$ cat src/rtl/fsub_issue_ctrl.sv
// fsub_issue_ctrl: credit-based issue/collect wrapper around the stall-free 2-stage fsub datapath.
module fsub_issue_ctrl #(
  parameter int TAG_W = 4,
  parameter int LAT   = 2,
  parameter int DEPTH = 8
) (
  input  logic             clk,
  input  logic             rst,
  input  logic             in_valid,
  output logic             in_ready,
  input  logic             in_op,
  input  logic [31:0]      in_x1,
  input  logic [31:0]      in_x2,
  input  logic [TAG_W-1:0] in_tag,
  output logic [31:0]      fsub_x1,
  output logic [31:0]      fsub_x2,
  input  logic [31:0]      fsub_y,
  output logic             out_valid,
  input  logic             out_ready,
  output logic [31:0]      out_y,
  output logic [TAG_W-1:0] out_tag,
  output logic             busy
);
  localparam int AW = $clog2(DEPTH);
  logic [LAT:0]       r_vpipe;
  logic [TAG_W-1:0]   r_tpipe [LAT+1];
  logic [AW:0]        r_count;
  logic [AW-1:0]      r_wp, r_rp;
  logic [31:0]        r_mem_y [DEPTH];
  logic [TAG_W-1:0]   r_mem_t [DEPTH];
  logic               w_acc, w_push, w_pop;
  // Credits count every op still inside fsub, including the one pushing this cycle.
  assign in_ready  = !rst && (int'(r_count) + $countones(r_vpipe) < DEPTH);
  assign w_acc     = in_valid && in_ready;
  assign w_push    = r_vpipe[LAT];
  assign out_valid = r_count != '0;
  assign w_pop     = out_valid && out_ready;
  assign out_y     = out_valid ? r_mem_y[r_rp] : '0;
  assign out_tag   = out_valid ? r_mem_t[r_rp] : '0;
  assign busy      = |r_vpipe || out_valid;
  always_ff @(posedge clk or posedge rst) begin
    if (rst) begin
      fsub_x1 <= '0;
      fsub_x2 <= '0;
      r_vpipe <= '0;
      for (int i = 0; i <= LAT; i++) r_tpipe[i] <= '0;
      r_count <= '0;
      r_wp    <= '0;
      r_rp    <= '0;
    end else begin
      if (w_acc) begin
        fsub_x1 <= in_x1;
        fsub_x2 <= in_op ? {~in_x2[31], in_x2[30:0]} : in_x2;
      end
      r_vpipe    <= {r_vpipe[LAT-1:0], w_acc};
      r_tpipe[0] <= in_tag;
      for (int i = 1; i <= LAT; i++) r_tpipe[i] <= r_tpipe[i-1];
      if (w_push) r_wp <= r_wp + 1'b1;
      if (w_pop) r_rp <= r_rp + 1'b1;
      r_count <= r_count + (AW+1)'(w_push) - (AW+1)'(w_pop);
    end
  end
  always_ff @(posedge clk) begin
    if (w_push) begin
      r_mem_y[r_wp] <= fsub_y;
      r_mem_t[r_wp] <= r_tpipe[LAT];
    end
  end
  always @(posedge clk) begin
    if (!rst) assert (!(w_push && int'(r_count) == DEPTH)) else $error("push into full FIFO");
  end
endmodule

$ cat config.mk
export PLATFORM = sky130hd
export DESIGN_NAME = fsub_issue_ctrl
export DESIGN_NICKNAME = d
export VERILOG_FILES = /design/src/rtl/fsub_issue_ctrl.sv
export SDC_FILE = /design/constraint.sdc
export NUM_CORES = 1
export LEC_CHECK = 0
export CORE_UTILIZATION = 54
export CTS_CLUSTER_SIZE = 28
export DETAILED_ROUTE_END_ITERATION = 7
export PLACE_DENSITY = 0.79
export SLEW_MARGIN = 20
export SYNTH_ARGS = -nofsm -noshare
export SYNTH_HDL_FRONTEND = slang
export SYNTH_SLANG_ARGS = --single-unit
$ cat constraint.sdc
create_clock -name clk -period 4.6 [get_ports clk]
set_input_delay 0.46 -clock clk [delete_from_list [all_inputs] [get_ports clk]]
set_output_delay 0.46 -clock clk [all_outputs]
set_load 0.1 [all_outputs]
## Yosys cells after proc, flatten, opt, wreduce, memory -nomap -nowiden

Memory sizes are Yosys's and may differ from the RTL's.
Cells that the tools add are included.

| operators by class | value |
|---|---|
| add/sub/neg operators | 7 |
| magnitude comparators | 1 |
| muxes and demuxes | 5 |
| bitwise operators | 1 |
| reductions and logical operators | 7 |

Operators with widths:

| operator | count |
|---|---|
| 2-to-1 mux 32 bit | 2 |
| adder 3 x 1 -> 3 bit (second input constant) | 2 |
| adder 4 x 3 -> 5 bit | 1 |
| < comparator 5 x 4 -> 1 bit (second input constant) | 1 |
| adder 4 x 1 -> 4 bit | 1 |
| 2-to-1 mux 4 bit | 1 |
| nonzero test 4 bit | 1 |
| subtractor 4 x 1 -> 4 bit | 1 |
| adder 2 x 1 -> 3 bit | 1 |
| logical AND 1 bit | 3 |
| OR reduction 3 bit | 1 |
| adder 1 x 1 -> 2 bit | 1 |
| 2-to-1 mux 1 bit | 2 |
| zero test 1 bit | 1 |
| logical OR 1 bit | 1 |
| NOT 1 bit | 1 |

| storage, ports and cells | value |
|---|---|
| register bits | 89 |
| memory bits (writable) | 288 |
| bits of input ports | 105 |
| output and inout bits | 103 |
| word-level logic and storage cells | 32 |
| memories kept | 2 |

Memory list:

| name | depth | width | rd ports | clocked after memory_dff | wr ports | RTL line | text |
|---|---|---|---|---|---|---|---|
| r_mem_y | 8 | 32 | 1 | 0 | 1 | 29 | `logic [31:0] r_mem_y [DEPTH];` |
| r_mem_t | 8 | 4 | 1 | 0 | 1 | 30 | `logic [TAG_W-1:0] r_mem_t [DEPTH];` |

## Depth between registers and ports, before layout

| depth | value |
|---|---|
| depth after elaboration | 6 |
| mapped depth | 10 |
| mapped depth without buffers | 10 |

## Worst setup path before layout

OpenSTA, ideal clock, no wires.

| path | value |
|---|---|
| kind | reg2reg |
| start | reg r_wp[0] |
| end | mem r_mem_t[0][0] (enable) |
| setup time | 474 ps |
| arrival | 3,068 ps |
| data required time | 4,126 ps |
| setup slack | 1,058 ps |
| stages on the path, launching flop included | 3 |
| path buffers | 0 |
| clock period less this slack | 3,542 ps |
| path through | dfrtp_1 -> nand2b_1 -> nor3_1 |

RTL lines:

| what | RTL line | text |
|---|---|---|
| start, declared | 28 | `logic [AW-1:0] r_wp, r_rp;` |
| start signal, assigned | 58 | `if (w_push) r_wp <= r_wp + 1'b1;` |
| end, declared | 30 |  |

No word-level cell before the write port.

## Worst setup path after layout

| path | value |
|---|---|
| start | reg r_rp[0] |
| end | out out_y[28] |

| between the ends | value |
|---|---|
| word-level cells in the longest chain between the ends | 2 |

Ends and longest elaborated chain:

| what | RTL line | text |
|---|---|---|
| start, declared | 28 |  |
| start signal, assigned | 59 | `if (w_pop) r_rp <= r_rp + 1'b1;` |
| memory (8 x 32 bit) | n/a |  |
| 2-to-1 mux 32 bit | 38 | `assign out_y = out_valid ? r_mem_y[r_rp] : '0;` |
| end, declared | 20 | `output logic [31:0] out_y,` |

Every way passes these cells.

==> impl_metrics.toml <==
[status]
outcome = "finished with violations"
failing_checks = "design-rule violations"

[cts]
post-cts-setup-buffers = 0
clk_pin_slew_ns = 0.06
ctsResizeCount = 0
clk-insertion-delay-late_ns = 0.51
cts_sinks = 377
post_cts_hold_buffers = 0
numCtsBuffers = 39
clockBufferDepth = 3
h-tree-depth = 2
cts_tree = "built"
clockRootBuffer = "clkbuf_16"

[grt]
first_global_vias = 7731
first_pass_grt_wire_length_um = 44000
grt_start_max_net_pins = 71
met1_usage_pct = 28.2
global_routing_met2_resource_utilization_pct = 34.4
globalRoute.busiestLayer = "met2"
grt_use_total_pct = 21.1
grt_remaining_overflow = 0
number_of_antenna_violations_at_the_first_check_in_global_routing = 1
groute.layer.met3.usage_pct = 6.41

[timing]
setup_skew_after_layout_ns = 0.0134
worst_pin_slew_ns = 1.07
setup_viol = 0
rsz_0062_raised_after_global_routing = "no"
finalHoldViolCount = 0
max_clock_freq_ghz = 0.260
layout_worst_path_cycle_share_pct = 83.7
period_needed_ns = 3.85
setup-tns-final_ns = 0
report.final.slew_viol_count = 0
worst_slew_margin_rel_pct = 28.3

[floorplanning]
num_rows = 59
boundaryPins = 208
die_area_um2 = 27500
floorplan.die.height_um = 166
initial_core_util_pct = 55.4
placeableCoreArea_um2 = 26200
die_width_um = 166

[min_path]
hold_path_class = "flip-flop to flip-flop"
hold-path-cell-count = 0
timing.hold.worst_endpoint = "r_tpipe[2]"
hp-start = "r_tpipe[6]"

[logic_synthesis]
ys_dominant_reg_cell = "edfxtp_1"
average_footprint_of_a_synthesized_cell_um2 = 21.5
synth-simple-area-share_pct = 1.58
synth_xor_area_share_pct = 0.422
yosys_warnings = 0
compound_gate_portion_of_the_synthesized_area_pct = 0.353
syn-num-nets = 793
post-synth-top-count-cell = "edfxtp_1"
synth_enable_flop_cells = 288
largest_family_of_logic_cells_by_synthesized_area = "multiplexers"
ys_async_sr_fraction_pct = 23.6
yosys-mux-area-fraction_pct = 20.0
syn-instance-count = 676
synth.top_cells.by_count = "edfxtp_1 (288), dfrtp_1 (89), mux4_2 (72)"
synth-seq-area-share_pct = 74.9
synth.top_cells.by_area = "edfxtp_1 (60%), dfrtp_1 (15%), mux4_2 (11%), mux2_4 (5.1%), mux2i_1 (2.5%)"
synth_area_leader_cell = "edfxtp_1"
yosys_register_bits = 377
share_of_yosys_cell_area_claimed_by_the_top_area_cell_type_pct = 59.6
netlist_area_um2 = 14500
synth-adder-area-share_pct = 1.14
ys_types = 28

[route]
detail_route.drc_violations = 16
route.detailed.vias_per_inst = 5.60
avgRoutedWirePerCell_um = 22.0
detailedRoute.firstPassIterationCount = 7
routed-via-count = 7135
dr.first_iter.drc_count = 508
finalWirelength_um = 28000
drt.antenna.violating_nets = 0

[critical_path]
crit_path_max_incr_delay_ns = 0.99
crit_chain = "buf_12 -> mux4_2 -> mux2i_1 -> nor2_1 -> clkdlybuf4s50_1"
crit_fanout = 70
worst_path_dominant_cell_family = "buffers and inverters"
timing.critical_path.buf_inv = 2
reg2reg_from = "r_count[2]"
timing.critical_path.from_type = "flip-flop"
critical_path_required_ns = 4.14
crit_arrival_ns = 3.39
r2r_setup_slack_ns = 1.88
category_of_the_critical_setup_timing_path = "flip-flop to primary output"
cp_endpoint_kind = "primary output"
critPathLaunch = "r_rp[0]"
worst_r2r_path_depth = 11
r2r-end = "r_count[1]"
crit_slowest_cell = "clkdlybuf4s50_1"

[place]
finalWeightedCongestion = 0.711
dp.final_hpwl_um = 16300
io_port_bufs = 207

[job]
max_cap_violations = 0

[final_layout]
final_nets = 1026
synthToLayoutAreaGrowth_pct = 26.2
n_fill_cell = 1621
drive_gt1_share_pct = 24.0
## final cells by class
type | instances | area (um2) | area share (%)
antenna | 1 | 2.50 | 0.0137
timing repair buffer | 223 | 2230 | 12.2
multi-input combinational | 255 | 3480 | 19.0
clock buffer | 51 | 1070 | 5.86
sequential | 377 | 10900 | 59.4
tap | 335 | 419 | 2.29
clock inverter | 19 | 166 | 0.909
inverter | 13 | 51.3 | 0.280
## worst register-to-register path: stages, from the launching register on
cell and delay (ns):
dfrtp_1 0.39, inv_1 0.08, ha_1 0.19, nor3b_2 0.14, buf_4 0.30, nor2b_1 0.42, ha_1 0.31, inv_1 0.06
ha_1 0.15, inv_1 0.05, fa_1 0.47, inv_1 0.04
## cell families (layout without fill, tap and decap cells)
group	count (synthesis)	after routing
AO/OA/AOI/OAI	7	7
XOR/XNOR	7	7
adder cells (fa/ha/maj)	12	12
buffers and inverters	44	306
flip-flops	377	377
multiplexers	174	174
other	0	1
AND/OR/NAND/NOR	55	55
## layer usage
metal | part of all wire (%) | up-vias
met5 | 0 | -
met4 | 1.6 | 0
met3 | 9.2 | 44
met2 | 49 | 318
met1 | 40 | 3628
li1 | - | 3145
## placed cells by master (no fill, tap or decap), types with 2 or more instances in the layout
cell type        instances
xor2_1                   4
mux2_2                  17
nor2_1                  36
mux4_2                  72
dfrtp_4                  2
xnor2_1                  3
clkdlybuf4s50_1        203
buf_12                   4
nor2_4                   6
dfrtp_1                 86
clkbuf_16               41
buf_4                   16
clkinv_1                 8
clkinv_2                 6
inv_1                   12
mux2_4                  49
nor3_2                   2
clkbuf_1                 9
bufinv_16                3
nand2b_1                 3
ha_1                    10
mux2i_1                 36
a21oi_1                  3
fa_1                     2
edfxtp_1               288
nand2_1                  4
## through the flow
| step | utilization (%) | hold WS [ns] | cells | cell area, um2 | setup WS [ns] |
|---|---|---|---|---|---|
| after detailed placement | 65.1 | 0.335 | 1203 | 17100 | 1.25 |
| after global placement | 65.1 | 0.331 | 1203 | 17100 | 1.29 |
| final | 69.9 | 0.342 | 1274 | 18300 | 0.751 |
| after global routing | 69.9 | 0.350 | 1273 | 18300 | 0.587 |
| after floorplan | - | 0.331 | 676 | 14500 | 1.06 |
| after CTS | 69.9 | 0.340 | 1273 | 18300 | 0.686 |
## registers in the layout (all words and copies together) (netlist names)
name     flops
fsub_x2     32
r_vpipe      3
r_rp         3
fsub_x1     32
r_mem_t     32
r_count      4
r_mem_y    256
r_tpipe     12
r_wp         3
## worst max-delay path by stage
| stage | slack, ns | cells after the start | to |
|---|---|---|---|
| finish | 0.75 | 5 | out_y[28] |
| global route | 0.59 | 5 | out_y[31] |
| CTS | 0.69 | 5 | out_y[31] |
| detailed placement | 1.25 | 5 | out_y[28] |
| global placement | 1.29 | 5 | out_y[28] |
| floorplan | 1.06 | 2 | r_mem_t[0][0] |
Power is left out: the tool's default activity adds up to more than one toggle a clock period on the data nets, which glitch-free logic cannot reach.
